**config.mk**
```make
export PLATFORM = sky130hd
export DESIGN_NAME = dcache_arbiter
export DESIGN_NICKNAME = d
export VERILOG_FILES = /design/src/rtl/dcache_arbiter.sv
export SDC_FILE = /design/constraint.sdc
export NUM_CORES = 1
export LEC_CHECK = 0
export CORE_ASPECT_RATIO = 0.7
export CORE_MARGIN = 4
export CORE_UTILIZATION = 38
export DETAILED_ROUTE_END_ITERATION = 8
export GPL_TIMING_DRIVEN = 0
export PLACE_DENSITY = 0.86
export SLEW_MARGIN = 0
export SYNTH_ARGS = -nofsm -noshare
export SYNTH_HDL_FRONTEND = slang
export SYNTH_SLANG_ARGS = --single-unit
```
**constraint.sdc**
```tcl
create_clock -name clk -period 3 [get_ports clk]
set_input_delay 0.3 -clock clk [delete_from_list [all_inputs] [get_ports clk]]
set_output_delay 0.3 -clock clk [all_outputs]
set_load 0.02 [all_outputs]
```
**src/rtl/dcache_arbiter.sv**
```systemverilog
// Registered round-robin arbiter with burst limit for the 16x8 data cache port.
// Optional DCACHE_ARB_STRICT_PRIO_EN: fixed priority 0>1>2 with loader preemption.
module dcache_arbiter #(
  parameter int ADDR_W    = 4,
  parameter int DATA_W    = 8,
  parameter int MAX_BURST = 4
) (
  input  logic                clk,
  input  logic                rst,
  input  logic [2:0]          req_in,
  input  logic [2:0]          wen_in,
  input  logic [3*ADDR_W-1:0] addr_in,
  input  logic [3*DATA_W-1:0] wdata_in,
  output logic [2:0]          gnt_out,
  output logic [1:0]          owner_out,
  output logic                busy_out,
  output logic [ADDR_W-1:0]   mem_addr_out,
  output logic [DATA_W-1:0]   mem_wdata_out,
  output logic                mem_wen_out,
  input  logic [DATA_W-1:0]   mem_rdata_in,
  output logic [DATA_W-1:0]   rdata_out
);

  typedef enum logic {IDLE, OWN} state_t;

  localparam logic [3:0] MAX = 4'(MAX_BURST);

  state_t     state, state_nx;
  logic [2:0] gnt_nx;
  logic [1:0] owner_nx;
  logic [1:0] rr_ptr, rr_nx;
  logic [3:0] cnt, cnt_nx;
  logic [2:0] others;
  logic [2:0] win;
  logic       own_req;
  logic       forced;

  // First requester at or after start, wrapping mod 3; one-hot result.
  function automatic logic [2:0] pick(input logic [2:0] req,
                                      input logic [1:0] start);
    logic [2:0] res;
    logic [1:0] idx;
    res = '0;
    idx = start;
    for (int k = 0; k < 3; k++) begin
      if (res == 3'b000 && req[idx]) res[idx] = 1'b1;
      idx = (idx == 2'd2) ? 2'd0 : idx + 2'd1;
    end
    return res;
  endfunction

  function automatic logic [1:0] idx_of(input logic [2:0] oh);
    if (oh[0])      return 2'd0;
    else if (oh[1]) return 2'd1;
    else if (oh[2]) return 2'd2;
    else            return 2'd3;
  endfunction

  always_ff @(posedge clk or posedge rst) begin
    if (rst) begin
      state     <= IDLE;
      gnt_out   <= '0;
      owner_out <= 2'd3;
      cnt       <= '0;
      rr_ptr    <= '0;
    end else begin
      state     <= state_nx;
      gnt_out   <= gnt_nx;
      owner_out <= owner_nx;
      cnt       <= cnt_nx;
      rr_ptr    <= rr_nx;
    end
  end

  always_comb begin
    state_nx = state;
    gnt_nx   = gnt_out;
    owner_nx = owner_out;
    cnt_nx   = cnt;
    rr_nx    = rr_ptr;
    win      = '0;
    others   = req_in & ~gnt_out;
    own_req  = |(req_in & gnt_out);
    forced   = own_req && (cnt == MAX) && (|others);
    unique case (state)
      IDLE: begin
`ifdef DCACHE_ARB_STRICT_PRIO_EN
        win = pick(req_in, 2'd0);
`else
        win = pick(req_in, rr_ptr);
`endif
        if (|win) begin
          state_nx = OWN;
          gnt_nx   = win;
          owner_nx = idx_of(win);
          cnt_nx   = 4'd1;
        end
      end
      OWN: begin
`ifdef DCACHE_ARB_STRICT_PRIO_EN
        if (req_in[0] && !gnt_out[0]) begin
          gnt_nx   = 3'b001;
          owner_nx = 2'd0;
          cnt_nx   = 4'd1;
        end else
`endif
        if (own_req && !forced) begin
          cnt_nx = (|others) ? cnt + 4'd1 : 4'd1;
        end else begin
          rr_nx = (owner_out == 2'd2) ? 2'd0 : owner_out + 2'd1;
`ifdef DCACHE_ARB_STRICT_PRIO_EN
          // Released owner is excluded so a forced release always hands over.
          win = pick(others, 2'd0);
`else
          win = pick(req_in, rr_nx);
`endif
          if (|win) begin
            gnt_nx   = win;
            owner_nx = idx_of(win);
            cnt_nx   = 4'd1;
          end else begin
            state_nx = IDLE;
            gnt_nx   = '0;
            owner_nx = 2'd3;
            cnt_nx   = '0;
          end
        end
      end
      default: state_nx = IDLE;
    endcase
  end

  assign busy_out  = |gnt_out;
  assign rdata_out = mem_rdata_in;

  always_comb begin
    mem_addr_out  = '0;
    mem_wdata_out = '0;
    mem_wen_out   = 1'b0;
    case (owner_out)
      2'd0, 2'd1, 2'd2: begin
        mem_addr_out  = addr_in[owner_out*ADDR_W +: ADDR_W];
        mem_wdata_out = wdata_in[owner_out*DATA_W +: DATA_W];
        mem_wen_out   = |(gnt_out & req_in & wen_in);
      end
      default: ;
    endcase
  end

endmodule

```
* Word level (Yosys, flattened, before mapping) *
Cells that the tools add are included.

word-level totals
  flip-flop bits (word level) = 12
  input port bits = 52
  output and inout port bits = 27
  word-level logic and storage cells = 142

operators by class
  $add $sub $neg = 6
  magnitude comparators = 12
  equality and inequality tests = 9
  shift operators = 2
  mux-type cells = 70
  bitwise operators = 10
  reduce and logical (&&, ||, !) cells = 28

operator list
  operator             number
  $mux 3               18
  $mux 2               12
  $shiftx 24x6->8      1
  $reduce_or 3->1      7
  $mux 1               19
  $lt 2x3->1 const B   6
  $mux 4               4
  $logic_and 1x1->1    13
  $bmux 1 s2           6
  $demux 1 s2          6
  $ge 2x1->1 const B   6
  $logic_not 3->1      4
  $or 3x3->3           4
  $shiftx 12x5->4      1
  $add 2x1->2 const B  5
  $eq 2x2->1 const B   5
  $and 3x3->3          3
  $mux 8               1
  $pmux 4 s2           1
  $pmux 3 s2           1
  $add 4x1->4 const B  1
  $eq 4x3->1 const B   1
  $ne 2x2->1 const B   2
  $pmux 2 s2           1
  7 further kinds      9

* Longest topological paths before layout *
  word-level depth = 25
  depth in mapped cells = 7
  gate-level depth less buffers = 7

* Worst setup path after synthesis *
Ideal clock, no wire load.

  kind = register -> output
  start point = reg owner_out[1]
  end point = out mem_addr_out[0]
  data arrival time = 1.629 ns
  data required time = 2.700 ns
  path slack = 1.071 ns
  cell stages (with the launch flop) = 6
  path buffers = 2
  path through = dfstp_2 -> clkbuf_1 -> nor2b_1 -> clkbuf_1 -> nand2_1 -> o21ai_0

on the way
  longest elaborated chain between the ends = 3

RTL lines
  what                                                     RTL line  RTL
  start: declaration                                       15        output logic [1:0] owner_out,
  start signal: assignment                                 69        owner_out <= owner_nx;
  branches (longest 2 deep; another with $shiftx 12x5->4)  -
  $mux 4 *                                                 140       case (owner_out)
  end: declaration                                         17        output logic [ADDR_W-1:0] mem_addr_out,

Every way passes the cells marked *.

* Final worst setup path *
  start point = reg owner_out[1]
  end point = out mem_wdata_out[5]

on the way
  longest elaborated chain between the ends = 3

RTL lines
  what                                                     RTL line  RTL
  branches (longest 2 deep; another with $shiftx 24x6->8)  -
  $mux 8 *                                                 140
  end: declaration                                         18        output logic [DATA_W-1:0] mem_wdata_out,

Marks and branches as above.

==> flow_summary_export.csv <==
group,metric,value,unit
sta,finalHoldViolCount,0,
sta,finalSetupTns,0,ns
job,drv_cap,0,
sta,timing.hold.ws,0.365,ns
floorplan,coreArea,2820,µm²
cells_and_area,drive_above_1_share,10.8,%
setup_path,arrival,2.54,ns
setup_path,reg2regPathDepth,7,
clock_tree,cts_sinks,12,
clock_tree,clk_pin_slew,0.06,ns
power_and_ir_drop,power.density,804,nW/µm²
yosys,yosys_warnings,0,
clock_tree,cts_resized,0,
clock_tree,cts_buffer_depth,2,
clock_tree,htree_levels,1,
setup_path,start_kind,"register",
power_and_ir_drop,ir_worst_vdd,0.452,mV
cells_and_area,fin_util,68.7,%
route,drc,0,
sta,fmax,352,MHz
yosys,async_reset_ff_share,100,%
place,hpwlAfterDp,3070,µm
floorplan,io_pins,79,
sta,period_needed,2.84,ns
route,wl_per_cell,14.5,µm
global_routing,antenna_found_initial,0,
yosys,avgSynthCellArea,7.68,µm²
min_path,holdCritPathClass,"in -> async",
setup_path,reg2reg_setup_slack,1.28,ns
floorplan,initial_core_util,40.3,%
yosys,synth_top_area_cell,"dfrtp_1",
yosys,netlist_area,1140,µm²
clock_tree,cts_buffers,3,
place,port-buffer-count,70,
route,postRouteAntennaNets,0,
sta,slew_violations,0,
setup_path,critPathRequiredTime,2.70,ns
sta,setup_viol,0,
sta,clock-skew-final,0.00457,ns
yosys,syn-instance-count,148,
setup_path,crit_fanout,10,
yosys,yosysSeqAreaShare,26.6,%
global_routing,grt_max_degree,13,
power_and_ir_drop,p_total,0.00156,W
floorplan,die-area,3950,µm²
route,num_vias,1330,
route,routed_wirelength,3750,µm
floorplan,rows,16,
yosys,yosysUniqueCellTypes,37,
yosys,synth_area_leaders,"dfrtp_1 (22%), mux2i_1 (11%), nand2_1 (7.6%)",
setup_path,end_kind,"output port",
floorplan,die_width,73.4,µm
clock_tree,clock_latency,0.25,ns
yosys,synth_edf_count,0,
sta,fin_crit_sh,94.8,%
cells_and_area,mostFrequentLayoutCells,"clkdlybuf4s50_1 (70), nand2_1 (23), o21ai_0 (17)",
cells_and_area,diodes,0,
cells_and_area,layout.nets,277,
route,drtIter0Drc,63,
yosys,synth_flop_cell,"dfrtp_1",
sta,rsz0062_at_grt,"no",
yosys,syn_nets,202,
cells_and_area,areaGrowthSynthToFinish,70.4,%
sta,worst_pin_slew,0.557,ns
global_routing,grt_overflow,0,
yosys,synth_seq_cells,12,
status,outcome,"completed",
clock_tree,post_cts_buffers,0,
route,dr.pass1.iters,4,
clock_tree,hold_buffers,0,
cells_and_area,final_common_cell,"clkdlybuf4s50_1",
clock_tree,root_buffer,"clkbuf_8",
floorplan,fp.dieH,53.8,µm
place,place_congestion,0.819,
yosys,netlist.area_leader.share,22.0,%
route,via_per_inst,5.16,
sta,slew_headroom,62.5,%
global_routing,grt_pass1_wl,5500,µm
global_routing,track_usage,17.9,%
clock_tree,tritoncts,"done",
setup_path,crit_type,"reg -> out",
global_routing,grt_pass1_vias,1253,
power_and_ir_drop,p_leak,0.812,nW
==> metrics by stage <==
| step | instances | worst slack, ns | instance area (µm²) |
|---|---|---|---|
| finish | 258 | 0.156 | 1940 |
| global route | 258 | 0.00159 | 1940 |
| CTS | 258 | 0.146 | 1940 |
| detailed placement | 254 | 0.425 | 1880 |
| global placement | 254 | 0.468 | 1880 |
| floorplan | 148 | 1.07 | 1140 |
==> synthesized netlist by cell type (all sizes together), types with 3 or more instances <==
cell	number
clkbuf	5
a21oi	4
o21ai	20
nor2	9
nand2	23
or3	3
buf	13
inv	5
nor2b	8
nand3	4
mux2i	12
dfrtp	10
==> worst max-delay path, cell delays in order, from the launching register on <==
cell	delay [ns]
dfstp_2	0.54
clkbuf_1	0.29
nor2b_1	0.26
buf_1	0.38
nand2_1	0.10
o21ai_0	0.09
clkdlybuf4s50_1	0.64
==> sequential cells by signal, indices dropped and copies added, names as in the netlist <==
name,count
gnt_out,3
rr_ptr,2
cnt,4
owner_out,2
state,1
==> layout make-up <==
cell class	count	area, µm²
buffer	18	110
timing repair buffer	70	701
multi-input combinational	113	706
inverter	5	18.8
sequential	12	303
clock buffer	4	55.1
tap	36	45.0
fill	242	885
==> layer usage <==
layer / global-route usage, % / part of all wire [%] / vias up
met1: 22.6 / 40 / 610
met2: 30.7 / 52 / 53
li1: - / - / 663
met4: 5.42 / 0.80 / 0
met3: 4.10 / 7.6 / 4
met5: 0 / 0 / -
==> report_power, final <==
part	leakage, nW	internal, W	total [W]	switching (W)
sequential	0.146	0.000231	0.000300	0.0000692
combinational	0.637	0.000521	0.00107	0.000554
clock	0.0288	0.000116	0.000184	0.0000677
total	0.812	0.000869	0.00156	0.000690
==> cell families after synthesis <==
kind of cell,Yosys count,share of synthesized area [%]
compound gates,41,22.7
fa+ha+maj,2,2.20
buf+inv,23,11.3
flops,12,26.6
mux,14,12.5
simple gates,56,24.6
==> path summary, 6_finish.rpt <==
path,startpoint,end
max in group asynchronous,rst,owner_out[1]
min in group clk,cnt[2],cnt[2]
worst min register to register,cnt[2],cnt[2]
worst max-delay path,owner_out[1],mem_wdata_out[5]
worst min-delay path,rst,state
worst max register to register,cnt[0],rr_ptr[1]
Note: power is estimated with default switching activity, not from simulation.
